`src/rtl/cont_campo_bcd.sv`:
```
// cont_campo_bcd: one clock/timer field counter with PS/2 key editing, run-mode counting and packed BCD output.
// Ports: clk, rst (async, active high); posicion/f1/f3 choose when the field is selected for editing;
// en_codigo/key_code carry the edit keys; run/down/tick drive counting; load/load_val perform a parallel load;
// valor/dato_bcd give the field value; carry pulses on a run wrap; sel shows that the field is selected.
module cont_campo_bcd #(
  parameter int N = 8,
  parameter int P = 2,
  parameter int W = 6,
  parameter int POS_ID = 2,
  parameter int MINIMO = 0,
  parameter int MAXIMO = 59,
  parameter logic [N-1:0] KEY_UP = 8'h75,
  parameter logic [N-1:0] KEY_DN = 8'h72,
  parameter logic [N-1:0] KEY_CLR = 8'h71
) (
  input  logic         clk,
  input  logic         rst,
  input  logic [P-1:0] posicion,
  input  logic         en_codigo,
  input  logic         f1,
  input  logic         f3,
  input  logic [N-1:0] key_code,
  input  logic         run,
  input  logic         down,
  input  logic         tick,
  input  logic         load,
  input  logic [W-1:0] load_val,
  output logic [W-1:0] valor,
  output logic [N-1:0] dato_bcd,
  output logic         carry,
  output logic         sel
);
  localparam logic [W-1:0] L_MIN = W'(MINIMO);
  localparam logic [W-1:0] L_MAX = W'(MAXIMO);
  localparam logic [P-1:0] L_POS = P'(POS_ID);

  // Tens are found by repeated subtraction of 10. Nine steps are enough for any value up to 99.
  function automatic logic [N-1:0] to_bcd(input logic [W-1:0] v);
    logic [W-1:0] r;
    logic [3:0]   t;
    r = v;
    t = '0;
    for (int i = 0; i < 9; i++)
      if (r >= W'(10)) begin
        r = r - W'(10);
        t = t + 4'd1;
      end
    return N'({t, r[3:0]});
  endfunction

  // The +1 keeps the lower-bound check well formed when MINIMO is 0.
  function automatic logic in_rng(input logic [W-1:0] v);
    return (({1'b0, v} + 1'b1) > {1'b0, L_MIN}) && (v <= L_MAX);
  endfunction

  logic [W-1:0] r_valor, w_inc, w_dec, w_nxt;
  logic [N-1:0] r_bcd;
  logic         r_carry, w_cfg, w_edit, w_tick, w_ok, w_carry_nxt;

  always_comb begin
    w_cfg  = f1 | f3;
    sel    = (posicion == L_POS) && w_cfg;
    w_edit = sel && en_codigo;
    // Any configuration mode freezes counting, even when another field is selected.
    w_tick = run && tick && !w_cfg;
    w_ok   = in_rng(r_valor);
    // An out-of-range value, which should never occur, recovers to MINIMO on the next step.
    w_inc  = (!w_ok || r_valor == L_MAX) ? L_MIN : r_valor + 1'b1;
    w_dec  = !w_ok ? L_MIN : (r_valor == L_MIN) ? L_MAX : r_valor - 1'b1;
    w_nxt  = load   ? (in_rng(load_val) ? load_val : L_MIN)
           : w_edit ? (key_code == KEY_UP  ? w_inc
                     : key_code == KEY_DN  ? w_dec
                     : key_code == KEY_CLR ? L_MIN : r_valor)
           : w_tick ? (down ? w_dec : w_inc) : r_valor;
    w_carry_nxt = !load && !w_edit && w_tick && w_ok && (down ? r_valor == L_MIN : r_valor == L_MAX);
  end

  always_ff @(posedge clk or posedge rst)
    if (rst) begin
      r_valor <= L_MIN;
      r_bcd   <= to_bcd(L_MIN);
      r_carry <= 1'b0;
    end else begin
      r_valor <= w_nxt;
      r_bcd   <= to_bcd(w_nxt);
      r_carry <= w_carry_nxt;
    end

  assign valor    = r_valor;
  assign dato_bcd = r_bcd;
  assign carry    = r_carry;
endmodule

```
`config.mk`:
```
export PLATFORM = sky130hd
export DESIGN_NAME = cont_campo_bcd
export DESIGN_NICKNAME = d
export VERILOG_FILES = /design/src/rtl/cont_campo_bcd.sv
export SDC_FILE = /design/constraint.sdc
export NUM_CORES = 1
export LEC_CHECK = 0
export ABC_AREA = 1
export CAP_MARGIN = 0
export CELL_PAD_IN_SITES_DETAIL_PLACEMENT = 1
export CELL_PAD_IN_SITES_GLOBAL_PLACEMENT = 1
export CORE_MARGIN = 3
export CORE_UTILIZATION = 42
export DETAILED_ROUTE_END_ITERATION = 6
export PLACE_DENSITY_LB_ADDON = 0.1
export SLEW_MARGIN = 10
export SYNTH_ARGS = -nofsm -noshare
export SYNTH_HDL_FRONTEND = slang
export SYNTH_SLANG_ARGS = --single-unit
export TNS_END_PERCENT = 100
```
`constraint.sdc`:
```
create_clock -name clk -period 16.35 [get_ports clk]
set_clock_uncertainty 0.15 [all_clocks]
set_input_delay 4.0875 -clock clk [delete_from_list [all_inputs] [get_ports clk]]
set_output_delay 4.0875 -clock clk [all_outputs]
set_load 0.01 [all_outputs]
```
==> reports/qor.txt, run 1 <==
CP required: 16.33 ns
Total Routing Usage GR: 21.5%
Nets: 569
Slew Limit Fails: 0
Top-area cell type share of the netlist area: 18.5%
Max Root-Sink Buffers: 2
Unrepaired setup endpoints after global routing: false
Post-synth EDFFs: 0
Startpoint Class: primary input
Setup Buffers After CTS: 0
Core ar.: 6870 um2
TritonCTS Buffers: 3
Placement Rows: 30
Vias: 3,189
Fin. Hold Viols: 0
Hold buffer count at cts: 0
Synthesized Nets: 532
Final Cycle Share: 70.3%
Chip Height: 90.6 um
Hold WC Path Type: register to register
# setup viols final: 0
Most common cell after layout, fill and taps aside: nand2_1
Layout area overhead: 16.7%
Vias in the first global route: 3,253
Total I/O pin count: 41
Max-cap viol count: 0
Chip width: 90.6 um
Layout cells sized above 1: 17.9%
CTS resizes: 0
Min cycle time layout: 11.49 ns
Hold Path Stages: 4
Synth Register Bits: 14
Worst slew pin tran: 0.548 ns
Number of DRC markers in iteration 0: 83
Yosys top cell by area: nand2_1
Sequential share of the synthesized area: 11.7%
Reg clk slew, reported paths: 0.06 ns
Relative slew slack: 63.2%
Ys Warns: 0
Post-route setup TNS: 0 ns
Syn avg cell area: 6.13 um2
Drt drc: 0
H-tree Lvls: 1
Grt ovf: 0
Arr. time, crit path: 11.47 ns
Critical Path Slowest Stage Cell: clkdlybuf4s50_1
Post-route ant nets: 0
Port Buffers: 40
Most frequent cells in the layout: 148 x nand2_1, 65 x inv_1, 40 x clkdlybuf4s50_1
Initial antenna violation count: 0
R2r worst-path depth: 56
Crit Path Max Fanout: 14
Top cells by area, synth: nand2_1 18%, dfrtp_1 12%, inv_1 8.1%
Final Wtd Congestion: 0.913
Routed WL: 8720 um
TritonCTS Sinks: 14
DP HPWL: 7440 um
CTS tree: yes
Clk_lat worst skew: 0.24 ns
Critical Path End Type: register
Status: completed
Type of the worst setup path: primary input to register
Post-Syn Area: 3000 um2
First-pass GRT wire length: 15,000 um
DRT Pass-1 Iters: 4
Initial Utilization: 43.7%
Antenna Cells: 0
Die area: 8200 um2
Post-synthesis cell count: 490
F_max: 0.0870 GHz
Top FF cell, synth: dfrtp_1
Drt wl/cell: 14.0 um
Worst path max stage delay: 0.47 ns
Async SR Flop Fraction: 100%
Cell variety after synth: 42
Root cell of the clock tree: clkbuf_8
Vias per inst: 5.14
Most used cell, CP: nand2_1
Largest net degree at the start of global routing: 15
[through the flow]
stage / setup WS [ns] / hold slack [ns] / instance area, um2 / instances / utilization, %
final: 4.86 / 0.852 / 3500 / 621 / 51.0
after global routing: 4.03 / 0.906 / 3500 / 621 / 51.0
after CTS: 4.87 / 0.849 / 3500 / 621 / 51.0
after detailed placement: 4.64 / 0.843 / 3460 / 618 / 50.4
after global placement: 5.05 / 0.855 / 3460 / 618 / 50.4
after floorplan: 6.18 / 0.674 / 3000 / 490 / -
[registers in the layout (all words and copies together), names as in the netlist]
name / flops
dato_bcd: 8
valor: 5
carry: 1
[synth_stat cells, types with 2 or more instances]
cell type  number
dfrtp_1        14
inv_2          19
nand3b_1        2
clkinv_1        3
buf_2           3
nand3_1        39
nor2_4          2
ha_1           17
a31oi_1         2
o21ai_1         6
o21ai_0        15
buf_4           2
nand2_4        12
o21bai_2        2
inv_1          65
xnor2_1         6
nand4_1        20
nor2_2          5
nand3_2         9
o211ai_1        3
nand2_2        24
nand2_1       148
xor2_1          6
nor2_1         30
a21oi_4         2
nand3_4         8
a21oi_1         6
o21ai_2         5
a211oi_1        2
[cells by family (layout without fill, tap and decap cells)]
logic type,count (synthesis),in the layout,share of synthesized area [%]
xor gates and xnor gates,13,13,4.04
buffers and inverters,95,130,12.9
adders and majority gates,17,17,7.08
DFF,14,14,11.7
muxes,1,1,0.333
AOI/OAI and AO/OA,45,45,10.0
and+or+nand+nor,305,305,54.0
[worst paths after layout]
kind / from / end / slack (ns)
setup / recovery: key_code[6] / dato_bcd[6] / 4.86
setup reg to reg: valor[1] / dato_bcd[6] / 8.43
hold / removal: valor[5] / carry / 0.85
max in group asynchronous: rst / valor[5] / 11.65
min in group asynchronous: rst / dato_bcd[5] / 4.04
hold reg to reg: valor[5] / carry / 0.85
[worst max-delay path: cells and delay by family]
| family | cells | cell delay, ns |
|---|---|---|
| simple gates | 33 | 4.06 |
| compound gates | 4 | 0.43 |
| fa+ha+maj | 6 | 1.19 |
| buf+inv | 11 | 1.31 |
| xor+xnor | 2 | 0.36 |
[layout make-up]
cell class	count	area (um2)
tap	96	120
inverter	87	327
fill	959	3360
multi-input combinational	381	2270
clock buffer	3	41.3
sequential	14	350
timing repair buffer	40	400
[routing by layer]
| layer | GRT usage (%) | part of all wire (%) | vias to the layer above |
|---|---|---|---|
| met1 | 28.6 | 48 | 1488 |
| li1 | - | - | 1636 |
| met5 | 0 | 0 | - |
| met3 | 2.75 | 3.5 | 12 |
| met2 | 37.9 | 47 | 53 |
| met4 | 2.68 | 0.93 | 0 |
Power of run 1 is not shown: default switching activity piles up to over one toggle a cycle in this logic, so the estimate is an artifact.
==> run 2, diff against run 1 <==
- CORE_UTILIZATION: 42 -> 36
- clock period: 16.35 -> 9.94 ns (I/O delays scaled with it)
==> reports/qor.txt, run 2 (synthesis gave the netlist of run 1 again) <==
Max reg flops: 8 (unchanged)
Final Wtd Congestion: 0.924 (was 0.913)
Vias in the first global route: 3,134 (was 3,253)
Min cycle time layout: 9.37 ns
Initial Utilization: 37.9% (was 43.7%)
Post-route setup TNS: 0 ns (unchanged)
Startpoint Class: primary input (unchanged)
Reg clk slew, reported paths: 0.05 ns (was 0.06 ns)
Max-cap viol count: 0 (unchanged)
Placement Rows: 32 (was 30)
Vias: 3,238 (was 3,189)
Relative slew slack: 63.5% (was 63.2%)
Grt ovf: 0 (unchanged)
First-pass GRT wire length: 14,500 um (was 15,000 um)
Fin. Hold Viols: 0 (unchanged)
Root cell of the clock tree: clkbuf_8 (unchanged)
Type of the worst setup path: primary input to register (unchanged)
Port Buffers: 40 (unchanged)
Worst path max stage delay: 0.45 ns (was 0.47 ns)
# setup viols final: 0 (unchanged)
Number of DRC markers in iteration 0: 144 (was 83)
Arr. time, crit path: 9.35 ns (was 11.47 ns)
Slew Limit Fails: 0 (unchanged)
Chip width: 97.3 um (was 90.6 um)
Most frequent cells in the layout: 146 x nand2_1, 63 x inv_1, 40 x clkdlybuf4s50_1 (was 148 x nand2_1, 65 x inv_1, 40 x clkdlybuf4s50_1)
Status: completed (unchanged)
CTS tree: yes (unchanged)
Initial antenna violation count: 0 (unchanged)
DRT Pass-1 Iters: 4 (unchanged)
Drt drc: 0 (unchanged)
Largest net degree at the start of global routing: 15 (unchanged)
Fillers: 1,097 (was 959)
Most used cell, CP: nand2_1 (unchanged)
R2r setup slk: 2.43 ns (was 8.43 ns)
Nets: 586 (was 569)
Die area: 9470 um2 (was 8200 um2)
F_max: 0.107 GHz
Max Root-Sink Buffers: 2 (unchanged)
Vias per inst: 5.03 (was 5.14)
Hold WC Path Type: register to register (unchanged)
Total I/O pin count: 41 (unchanged)
Final Cycle Share: 94.3%
CP required: 9.92 ns (was 16.33 ns)
Crit Path Max Fanout: 8 (was 14)
DP HPWL: 7110 um (was 7440 um)
Hold buffer count at cts: 0 (unchanged)
Chip Height: 97.3 um (was 90.6 um)
Total Routing Usage GR: 17.8% (was 21.5%)
Worst slew pin tran: 0.543 ns (was 0.548 ns)
Most common cell after layout, fill and taps aside: nand2_1 (unchanged)
Core ar.: 7930 um2 (was 6870 um2)
Layout area overhead: 23.5% (was 16.7%)
TritonCTS Buffers: 3 (unchanged)
Critical Path Slowest Stage Cell: clkdlybuf4s50_1 (unchanged)
Layout cells sized above 1: 22.3% (was 17.9%)
Routed WL: 8790 um (was 8720 um)
Drt wl/cell: 13.7 um (was 14.0 um)
TritonCTS Sinks: 14 (unchanged)
Clk_lat worst skew: 0.24 ns (about the same)
Critical Path End Type: register (unchanged)
H-tree Lvls: 1 (unchanged)
Post-route ant nets: 0 (unchanged)
Antenna Cells: 0 (unchanged)
[run 2: changes by cell type in the layout (fill, tap and decap cells not counted), moves of 2 or more]
cell and delta:
inv_1 -2, nor2_2 +2, buf_4 +17, nand2_4 +3, nand2_1 -2, nor2_1 -3
[run 2: worst paths after layout]
check,startpoint,endpoint,cells after the start
setup / recovery,key_code[6],dato_bcd[6],56
hold / removal,valor[5],carry,4
min in group asynchronous,rst,carry,2
max in group asynchronous,rst,valor[5],2
hold reg to reg,valor[5],carry,4
setup reg to reg,dato_bcd[0],dato_bcd[6],56
[run 2: worst max-delay path: cells and delay by family]
kind | cells | cell delay [ns]
AO/OA/AOI/OAI | 4 | 0.39
buffers and inverters | 10 | 1.11
XOR/XNOR | 2 | 0.33
adder cells (fa/ha/maj) | 6 | 1.10
AND/OR/NAND/NOR | 34 | 3.92
[run 2: cell type report]
type                       instances  area, um2  share of cell area [%]
clock buffer                       3       41.3                    1.11
inverter                          87        329                    8.88
tap                              102        128                    3.44
timing repair buffer              57        528                    14.2
multi-input combinational        381       2330                    62.9
sequential                        14        350                    9.45
[run 2: timing repair]
action                     CTS  global route
gates resized for setup      0            17
buffers inserted             0            14
setup endpoints to repair    0             5
[run 2: metal layers]
metal	part of all wire [%]	wire length [um]	GRT usage, %	up-vias
met4	0.14	12	0.532	0
met5	0	0	0	-
met3	3.8	333	2.30	2
met2	48	4240	30.6	54
met1	48	4200	25.2	1511
li1	-	-	-	1671
[run 2: metrics by stage]
| step | instance area [um2] | cells | worst slack (ns) | utilization (%) | hold WS [ns] |
|---|---|---|---|---|---|
| after global placement | 3490 | 627 | 0.209 | 44.1 | 0.859 |
| after detailed placement | 3490 | 627 | -0.00671 | 44.1 | 0.881 |
| final | 3710 | 644 | 0.565 | 46.8 | 0.921 |
| after global routing | 3710 | 644 | -0.101 | 46.8 | 0.984 |
| after floorplan | 3000 | 490 | 1.37 | - | 0.674 |
| after CTS | 3530 | 630 | 0.231 | 44.6 | 0.897 |
Power of run 2 is left out for the same reason.
